[src/rtl/e1_buf_wb_arb_if.sv]
// e1_buf_wb_arb_if: N Wishbone master ports plus the one shared slave port, bundled.
// Latency: none (wires only).
// Backpressure: m_cyc is held until m_ack/m_err; s_cyc is held until s_ack.
interface e1_buf_wb_arb_if #(
  parameter int N  = 2,
  parameter int AW = 14,
  parameter int DW = 32
);
  logic [N*AW-1:0]   m_addr;
  logic [N*DW-1:0]   m_wdata;
  logic [N*DW/8-1:0] m_wmsk;
  logic [N-1:0]      m_we;
  logic [N-1:0]      m_cyc;
  logic [DW-1:0]     m_rdata;
  logic [N-1:0]      m_ack;
  logic [N-1:0]      m_err;
  logic [AW-1:0]     s_addr;
  logic [DW-1:0]     s_wdata;
  logic [DW/8-1:0]   s_wmsk;
  logic              s_we;
  logic              s_cyc;
  logic [DW-1:0]     s_rdata;
  logic              s_ack;
  logic [N-1:0]      grant;

  // Arbiter view: it masters the shared slave bus on behalf of the owner.
  modport master (
    input  m_addr, m_wdata, m_wmsk, m_we, m_cyc, s_rdata, s_ack,
    output m_rdata, m_ack, m_err, s_addr, s_wdata, s_wmsk, s_we, s_cyc, grant
  );

  // Environment view: the requesting masters and the buffer SRAM controller.
  modport slave (
    output m_addr, m_wdata, m_wmsk, m_we, m_cyc, s_rdata, s_ack,
    input  m_rdata, m_ack, m_err, s_addr, s_wdata, s_wmsk, s_we, s_cyc, grant
  );
endinterface

[src/rtl/e1_buf_wb_arb.sv]
// e1_buf_wb_arb: round-robin arbiter sharing one Wishbone slave port (E1 buffer) among N masters.
// Latency: grant/s_cyc one cycle after m_cyc; one IDLE turnaround cycle after every transaction.
// Backpressure: single outstanding access; non-owners hold m_cyc until granted; watchdog cuts off a hung slave.
module e1_buf_wb_arb #(
  parameter int N   = 2,
  parameter int AW  = 14,
  parameter int DW  = 32,
  parameter int TMO = 15,
  parameter int CW  = 4
) (
  input  logic            clk,
  input  logic            rst_n,
  e1_buf_wb_arb_if.master bus
);
  localparam int SW = (N > 1) ? $clog2(N) : 1;
  localparam bit WD_EN = (TMO != 0);
  localparam logic [CW-1:0] TMO_LAST = (TMO == 0) ? '0 : CW'(TMO - 1);

  typedef enum logic {IDLE, ACTIVE} state_t;

  state_t        state, state_nxt;
  logic [SW-1:0] sel, sel_nxt;
  logic [SW-1:0] last, last_nxt;
  logic [SW-1:0] pick, idx;
  logic [CW-1:0] cnt, cnt_nxt;
  logic [N-1:0]  grant_q, grant_nxt;
  logic          found;
  logic          active, own_cyc, ack_ok, tmo_hit;

  assign active  = (state == ACTIVE);
  assign own_cyc = bus.m_cyc[sel];
  // s_ack only counts while s_cyc is actually driven.
  assign ack_ok  = active & own_cyc & bus.s_ack;
  // Ack wins over a simultaneous timeout.
  assign tmo_hit = WD_EN & active & own_cyc & ~bus.s_ack & (cnt == TMO_LAST);

  // Round-robin pick: first requester after the last-served index, with wrap.
  always_comb begin
    pick  = '0;
    idx   = '0;
    found = 1'b0;
    for (int i = N; i >= 1; i--) begin
      idx = SW'((int'(last) + i) % N);
      if (bus.m_cyc[idx]) begin
        pick  = idx;
        found = 1'b1;
      end
    end
  end

  // Next-state logic: grant in IDLE, finish on ack, abort or watchdog in ACTIVE.
  always_comb begin
    state_nxt = state;
    sel_nxt   = sel;
    last_nxt  = last;
    cnt_nxt   = cnt;
    grant_nxt = grant_q;
    case (state)
      IDLE: begin
        if (found) begin
          state_nxt = ACTIVE;
          sel_nxt   = pick;
          last_nxt  = pick;
          cnt_nxt   = '0;
          grant_nxt = N'(1) << pick;
        end
      end
      ACTIVE: begin
        if (ack_ok || !own_cyc || tmo_hit) begin
          state_nxt = IDLE;
          grant_nxt = '0;
        end else begin
          cnt_nxt = cnt + 1'b1;
        end
      end
      default: begin
        state_nxt = IDLE;
        grant_nxt = '0;
      end
    endcase
  end

  // State register; last-served starts at N-1 so master 0 has first priority.
  always_ff @(posedge clk) begin
    if (!rst_n) begin
      state   <= IDLE;
      sel     <= '0;
      last    <= SW'(N - 1);
      cnt     <= '0;
      grant_q <= '0;
    end else begin
      state   <= state_nxt;
      sel     <= sel_nxt;
      last    <= last_nxt;
      cnt     <= cnt_nxt;
      grant_q <= grant_nxt;
    end
  end

  // Slave mux and per-master strobes; slave fields are zero while IDLE.
  always_comb begin
    bus.s_addr  = '0;
    bus.s_wdata = '0;
    bus.s_wmsk  = '0;
    bus.s_we    = 1'b0;
    bus.s_cyc   = active & own_cyc;
    bus.m_ack   = '0;
    bus.m_err   = '0;
    if (active) begin
      bus.s_addr  = bus.m_addr[sel*AW +: AW];
      bus.s_wdata = bus.m_wdata[sel*DW +: DW];
      bus.s_wmsk  = bus.m_wmsk[sel*(DW/8) +: DW/8];
      bus.s_we    = bus.m_we[sel];
    end
    for (int i = 0; i < N; i++) begin
      bus.m_ack[i] = ack_ok  & (sel == SW'(i));
      bus.m_err[i] = tmo_hit & (sel == SW'(i));
    end
  end

  assign bus.m_rdata = bus.s_rdata;
  assign bus.grant   = grant_q;
endmodule

[src/flat_wrapper.sv]
// flat-port wrapper written by rule: the top's interface ports become plain ports
module e1_buf_wb_arb_flat 
#(
  parameter int N   = 2,
  parameter int AW  = 14,
  parameter int DW  = 32,
  parameter int TMO = 15,
  parameter int CW  = 4
)
  (clk, rst_n, bus_m_addr, bus_m_wdata, bus_m_wmsk, bus_m_we, bus_m_cyc, bus_s_rdata, bus_s_ack, bus_m_rdata, bus_m_ack, bus_m_err, bus_s_addr, bus_s_wdata, bus_s_wmsk, bus_s_we, bus_s_cyc, bus_grant);
  e1_buf_wb_arb_if #(.N(N), .AW(AW), .DW(DW)) bus_i ();
  input  logic clk;
  input  logic rst_n;
  input wire logic [$bits(bus_i.m_addr)-1:0] bus_m_addr;
  input wire logic [$bits(bus_i.m_wdata)-1:0] bus_m_wdata;
  input wire logic [$bits(bus_i.m_wmsk)-1:0] bus_m_wmsk;
  input wire logic [$bits(bus_i.m_we)-1:0] bus_m_we;
  input wire logic [$bits(bus_i.m_cyc)-1:0] bus_m_cyc;
  input wire logic [$bits(bus_i.s_rdata)-1:0] bus_s_rdata;
  input wire logic [$bits(bus_i.s_ack)-1:0] bus_s_ack;
  output wire logic [$bits(bus_i.m_rdata)-1:0] bus_m_rdata;
  output wire logic [$bits(bus_i.m_ack)-1:0] bus_m_ack;
  output wire logic [$bits(bus_i.m_err)-1:0] bus_m_err;
  output wire logic [$bits(bus_i.s_addr)-1:0] bus_s_addr;
  output wire logic [$bits(bus_i.s_wdata)-1:0] bus_s_wdata;
  output wire logic [$bits(bus_i.s_wmsk)-1:0] bus_s_wmsk;
  output wire logic [$bits(bus_i.s_we)-1:0] bus_s_we;
  output wire logic [$bits(bus_i.s_cyc)-1:0] bus_s_cyc;
  output wire logic [$bits(bus_i.grant)-1:0] bus_grant;
  assign bus_i.m_addr = bus_m_addr;
  assign bus_i.m_wdata = bus_m_wdata;
  assign bus_i.m_wmsk = bus_m_wmsk;
  assign bus_i.m_we = bus_m_we;
  assign bus_i.m_cyc = bus_m_cyc;
  assign bus_i.s_rdata = bus_s_rdata;
  assign bus_i.s_ack = bus_s_ack;
  assign bus_m_rdata = bus_i.m_rdata;
  assign bus_m_ack = bus_i.m_ack;
  assign bus_m_err = bus_i.m_err;
  assign bus_s_addr = bus_i.s_addr;
  assign bus_s_wdata = bus_i.s_wdata;
  assign bus_s_wmsk = bus_i.s_wmsk;
  assign bus_s_we = bus_i.s_we;
  assign bus_s_cyc = bus_i.s_cyc;
  assign bus_grant = bus_i.grant;
  e1_buf_wb_arb #(.N(N), .AW(AW), .DW(DW), .TMO(TMO), .CW(CW)) u_core (.clk(clk), .rst_n(rst_n), .bus(bus_i));
endmodule
[config.mk]
export PLATFORM = sky130hd
export DESIGN_NAME = e1_buf_wb_arb_flat
export DESIGN_NICKNAME = d
export VERILOG_FILES = /design/src/rtl/e1_buf_wb_arb_if.sv /design/src/rtl/e1_buf_wb_arb.sv /design/src/flat_wrapper.sv
export SDC_FILE = /design/constraint.sdc
export NUM_CORES = 1
export LEC_CHECK = 0
export CAP_MARGIN = 20
export CORE_AREA = 2 2 89 91
export DETAILED_ROUTE_END_ITERATION = 16
export DIE_AREA = 0 0 91 93
export PLACE_DENSITY = 0.74
export SLEW_MARGIN = 20
export SYNTH_ARGS = -nofsm -noshare
export SYNTH_HDL_FRONTEND = slang
export SYNTH_SLANG_ARGS = --single-unit
[constraint.sdc]
create_clock -name clk -period 2.6 [get_ports clk]
set_input_delay 0.52 -clock clk [delete_from_list [all_inputs] [get_ports clk]]
set_output_delay 0.52 -clock clk [all_outputs]
set_load 0.02 [all_outputs]
* Word-level counts from Yosys, hierarchy flattened
Cells that the tools add are included.
** Operators by class
- $add $sub $neg :: 3
- Multiply operators :: 1
- Magnitude comparators :: 3
- Eq/ne operators :: 4
- Shifts and indexed selects :: 4
- Mux-type cells :: 25
- Bitwise operators :: 11
- Reduce and logical (&&, ||, !) cells :: 6
** Operators by type and width (number)
- $shiftx A64 B7 Y32 :: 1
- $mux W32 :: 1
- $shiftx A28 B6 Y14 :: 1
- $mux W1 :: 15
- $mux W14 :: 1
- $mux W4 :: 3
- $and A1 B1 Y1 :: 8
- $pmux W4 S2 :: 1
- $shiftx A8 B4 Y4 :: 1
- $lt A1 B2 Y1 const B :: 3
- $reduce_and A2 Y1 :: 3
- $add A4 B1 Y4 const B :: 1
- $eq A4 B4 Y1 const B :: 1
- $mul A1 B3 Y4 const B :: 1
- $mux W2 :: 2
- $ne A2 B2 Y1 const B :: 2
- $pmux W2 S2 :: 1
- $not A1 Y1 :: 3
- $add A1 B1 Y1 const B :: 2
- $logic_or A1 B1 Y1 :: 2
- $ne A2 B1 Y1 const B :: 1
- $pmux W1 S2 :: 1
- $shl A1 B1 Y2 const A :: 1
- $logic_not A1 Y1 :: 1
** Storage, ports and cells
- Bits in registers :: 9
- Bits of input ports :: 139
- Logic and storage cells :: 62

* Logic depth before layout (Yosys ltp)
- Depth after elaboration :: 8
- Mapped depth :: 6
- Gate-level depth less buffers :: 6

* Worst setup path before layout
OpenSTA, ideal clock, no wires.
- Path type :: register to output
- From :: register u_core.sel
- To :: output port bus_m_err[0]
- Arrival time :: 1531 ps
- Required time :: 2080 ps
- Path slack :: 549 ps
- Cell stages (with the launch flop) :: 5
- Cell sequence :: dfxtp_1 > buf_6 > buf_4 > buf_4 > nor4b_1
** On the way
- Longest elaborated chain between the ends :: 6
- Elaborated cells on any way between the ends :: 7
** Ends and longest elaborated chain
- start, declared :: RTL line e1_buf_wb_arb.sv:22 : logic [SW-1:0] sel, sel_nxt;
- start signal, assigned :: RTL line e1_buf_wb_arb.sv:93 : sel <= sel_nxt;
- $mux W1 (implied by the code) (2 in series) :: RTL line e1_buf_wb_arb.sv:31 : assign own_cyc = bus.m_cyc[sel];
- $and A1 B1 Y1 (3 in series) :: RTL line e1_buf_wb_arb.sv:35 : assign tmo_hit = WD_EN & active & own_cyc & ~bus.s_ack & (cnt == TMO_LAST);
- $and A1 B1 Y1 * :: RTL line e1_buf_wb_arb.sv:117 : bus.m_err[i] = tmo_hit & (sel == SW'(i));
- end, declared :: RTL line flat_wrapper.sv:23 : output wire logic [$bits(bus_i.m_err)-1:0] bus_m_err;
Mark *: on every way between the ends. The rest lies on a longest branch, timed or not. The select of a mux whose other input is x is not followed.

* Worst setup path after layout
- From :: input port bus_m_cyc[0]
- To :: output port bus_s_cyc
** On the way
- Longest elaborated chain between the ends :: 3
** Ends and longest elaborated chain
- start, declared :: RTL line flat_wrapper.sv:18 : input wire logic [$bits(bus_i.m_cyc)-1:0] bus_m_cyc;
- $mux W1 (implied by the code) (2 in series) :: RTL line e1_buf_wb_arb.sv:31
- $and A1 B1 Y1 :: RTL line e1_buf_wb_arb.sv:106 : bus.s_cyc = active & own_cyc;
- end, declared :: RTL line flat_wrapper.sv:28 : output wire logic [$bits(bus_i.s_cyc)-1:0] bus_s_cyc;
Every way passes these cells. The select of a mux whose other input is x is not followed.

==> impl_results.md <==
- Total GRT Usage: 0.128
- Crit start category: input pin
- Post-synth top area cell: mux2i_1
- Cells after DPL: 432
- Vias per cell: 4.28
- Worst EP arrival: 2.05 ns
- Chip Width: 91 um
- Pwr Total: 0.866 mW
- EDFF count, synth: 0
- Max VDD drop: 0.124 mV
- Fin Hold WS: 0.470 ns
- RSZ-0062 raised after global routing: false
- Number of global-route vias before repair: 1842
- Hold depth: 1
- Gpl congestion: 0.767
- Htree depth: 1
- CTS max path bufs: 2
- CTS tree: built
- Non-Filler Instances: 436
- Max Clk Rate: 390 MHz
- Main flop type after synthesis: dfxtp_1
- DR DRC count: 0
- Final worst-path cycle share: 0.987
- Status: completed
- Max cap viols: 0
- Root Buffer: clkbuf_8
- Lkg Pwr: 1.17 nW
- DRT iter0 DRCs: 43
- Worst slack, placed: -0.0246 ns
- Power density over the cells: 271 nW/um^2
- Total wire length: 5.76 mm
- Setup Crit Path Kind: input pin to primary output
- Gr ovfl total: 0
- Post-synth net total: 347
- DIE HEIGHT: 93 um
- Synthesized flop and latch total: 9
- Number of distinct library cells after synthesis: 32
- Final setup viols: 0
- Crit path time final: 2.57 ns
- First-pass iteration count of the detailed router: 5
- Ant. Diodes: 0
- Clock-pin slew on the worst setup and hold paths: 0.04 ns
- Die Area: 8460 sq um
- Max Slew Vio Count: 0
- Post-Synthesis Cell Area: 1640 sq um
- Routed WL per cell: 13.2 um
- Yosys warns: 0
- Worst Path Required: 2.08 ns
- Io pins: 229
- Synth async-reset ratio: 0
- Num CTS Buffers: 3
- Synth top cells by count: 53 x nor2b_1, 51 x mux2i_1, 37 x buf_4
- Core Region: 7530 sq um
- First-pass GRT wire length: 9.00 mm
- Hold Fails Final Rpt: 0
- Initial antenna violation count: 0
- Routed vias: 1864
- Slew at the pin with the worst max-slew slack: 0.404 ns
- Initial Util: 0.218
- Hold Path Class: flop to flop
- Post-synth top area share: 0.311
- Mean area per synthesized cell: 7.97 sq um
- HPWL Detailed: 4.78 mm
- Reg2reg path depth: 5
- Clk sink count: 9
- Seq/Total Area, Yosys: 0.110
- Relative slew slack: 0.730
- Worst setup EP type: primary output
- Clk_lat worst skew: 0.24 ns
- Detail Route Antenna Nets: 0
- Nets@finish: 476
- Syn Inst Count: 206
- Row cnt: 32
- Most common cell in the netlist: nor2b_1
- Pin count of the biggest net entering global routing: 52
- Layout cells sized above 1: 0.0389
- Worst-path maximum fanout: 3
- Clk_skew: 0.00168 ns
- Final WS setup: 0.0347 ns
- Top cells by area, synth: mux2i_1 31%, nor2b_1 20%, buf_4 17%
- Area delta synth->final: 94.6%
- Port Buffer Count: 164
==> routing by layer <==
| metal | GRT usage | vias to the layer above | wire, um |
|---|---|---|---|
| met3 | 0.0338 | 9 | 482 |
| met1 | 0.130 | 831 | 2000 |
| met2 | 0.254 | 106 | 3230 |
| li1 | - | 918 | - |
| met5 | 0 | - | 0 |
| met4 | 0.0341 | 0 | 46 |
==> per-stage QoR <==
step                 TNS, ns  instance area, sq um  utilization
detailed placement   -0.0418                  3150        0.419
floorplan                  0                  1640            -
CTS                        0                  3190        0.424
finish                     0                  3190        0.424
global placement    -0.00880                  3150        0.419
global route               0                  3190        0.424
==> power breakdown <==
group | switching (mW) | internal [mW] | total, mW
Clock | 0.0563 | 0.107 | 0.163
Sequential | 0.00862 | 0.145 | 0.154
Combinational | 0.218 | 0.331 | 0.549
==> sequential cells by signal, summed over array words and instances (netlist names) <==
| signal | count |
|---|---|
| u_core.bus.grant | 2 |
| u_core.active | 1 |
| u_core.cnt | 4 |
| u_core.sel | 1 |
| u_core.last | 1 |
==> worst paths after layout <==
| check | startpoint | to | slack (ns) |
|---|---|---|---|
| max | bus_m_cyc[0] | bus_s_cyc | 0.03 |
| min | u_core.bus.grant[0]$_SDFFE_PN0P_ | u_core.bus.grant[0]$_SDFFE_PN0P_ | 0.47 |
| max reg2reg | u_core.active$_SDFF_PN0_ | u_core.cnt[2]$_SDFFE_PN0P_ | 1.06 |
| min reg2reg | u_core.bus.grant[0]$_SDFFE_PN0P_ | u_core.bus.grant[0]$_SDFFE_PN0P_ | 0.47 |
==> critical path, stage by stage <==
cell	delay (ns)
clkdlybuf4s50_1	0.43
mux2_4	0.29
and2_4	0.16
buf_4	0.12
clkdlybuf4s50_1	0.52
==> cell usage in the layout (no fill, tap or decap), types with 2 or more instances in the layout <==
cell	synthesis	final
inv_1	3	3
nand4_1	2	2
clkdlybuf4s50_1	0	160
a21oi_1	3	3
a22o_1	2	2
nor2_1	4	4
nand2b_1	3	3
mux2i_1	51	51
dlygate4sd2_1	0	3
nor3_1	2	2
clkbuf_8	0	3
ha_1	2	2
buf_4	37	5
o211ai_1	2	2
dfxtp_1	9	8
nand2_1	7	7
nor2b_1	53	53
o22ai_1	3	3
==> cell type report <==
| class | instances | area, sq um |
|---|---|---|
| clock buffer | 4 | 45.0 |
| fill | 759 | 4330 |
| inverter | 3 | 11.3 |
| multi-input combinational | 148 | 1130 |
| sequential | 9 | 184 |
| tap | 102 | 128 |
| timing repair buffer | 170 | 1700 |
==> kinds of logic after synthesis <==
logic type	after synthesis	share of synthesized area
adders and majority gates	2	0.0152
buffers and inverters	49	0.203
AOI/OAI and AO/OA	16	0.0655
DFF	9	0.110
muxes	52	0.320
xor gates and xnor gates	1	0.00534
and+or+nand+nor	77	0.281
==> repair_timing <==
item | 4_1_cts | 5_1_grt
gates resized for setup | 3 | 1
setup endpoints to repair | 3 | 1
pin swaps | 0 | 0
hold buffers | 0 | 0
setup buffers | 0 | 0
Power figures use the tool's default switching activity.
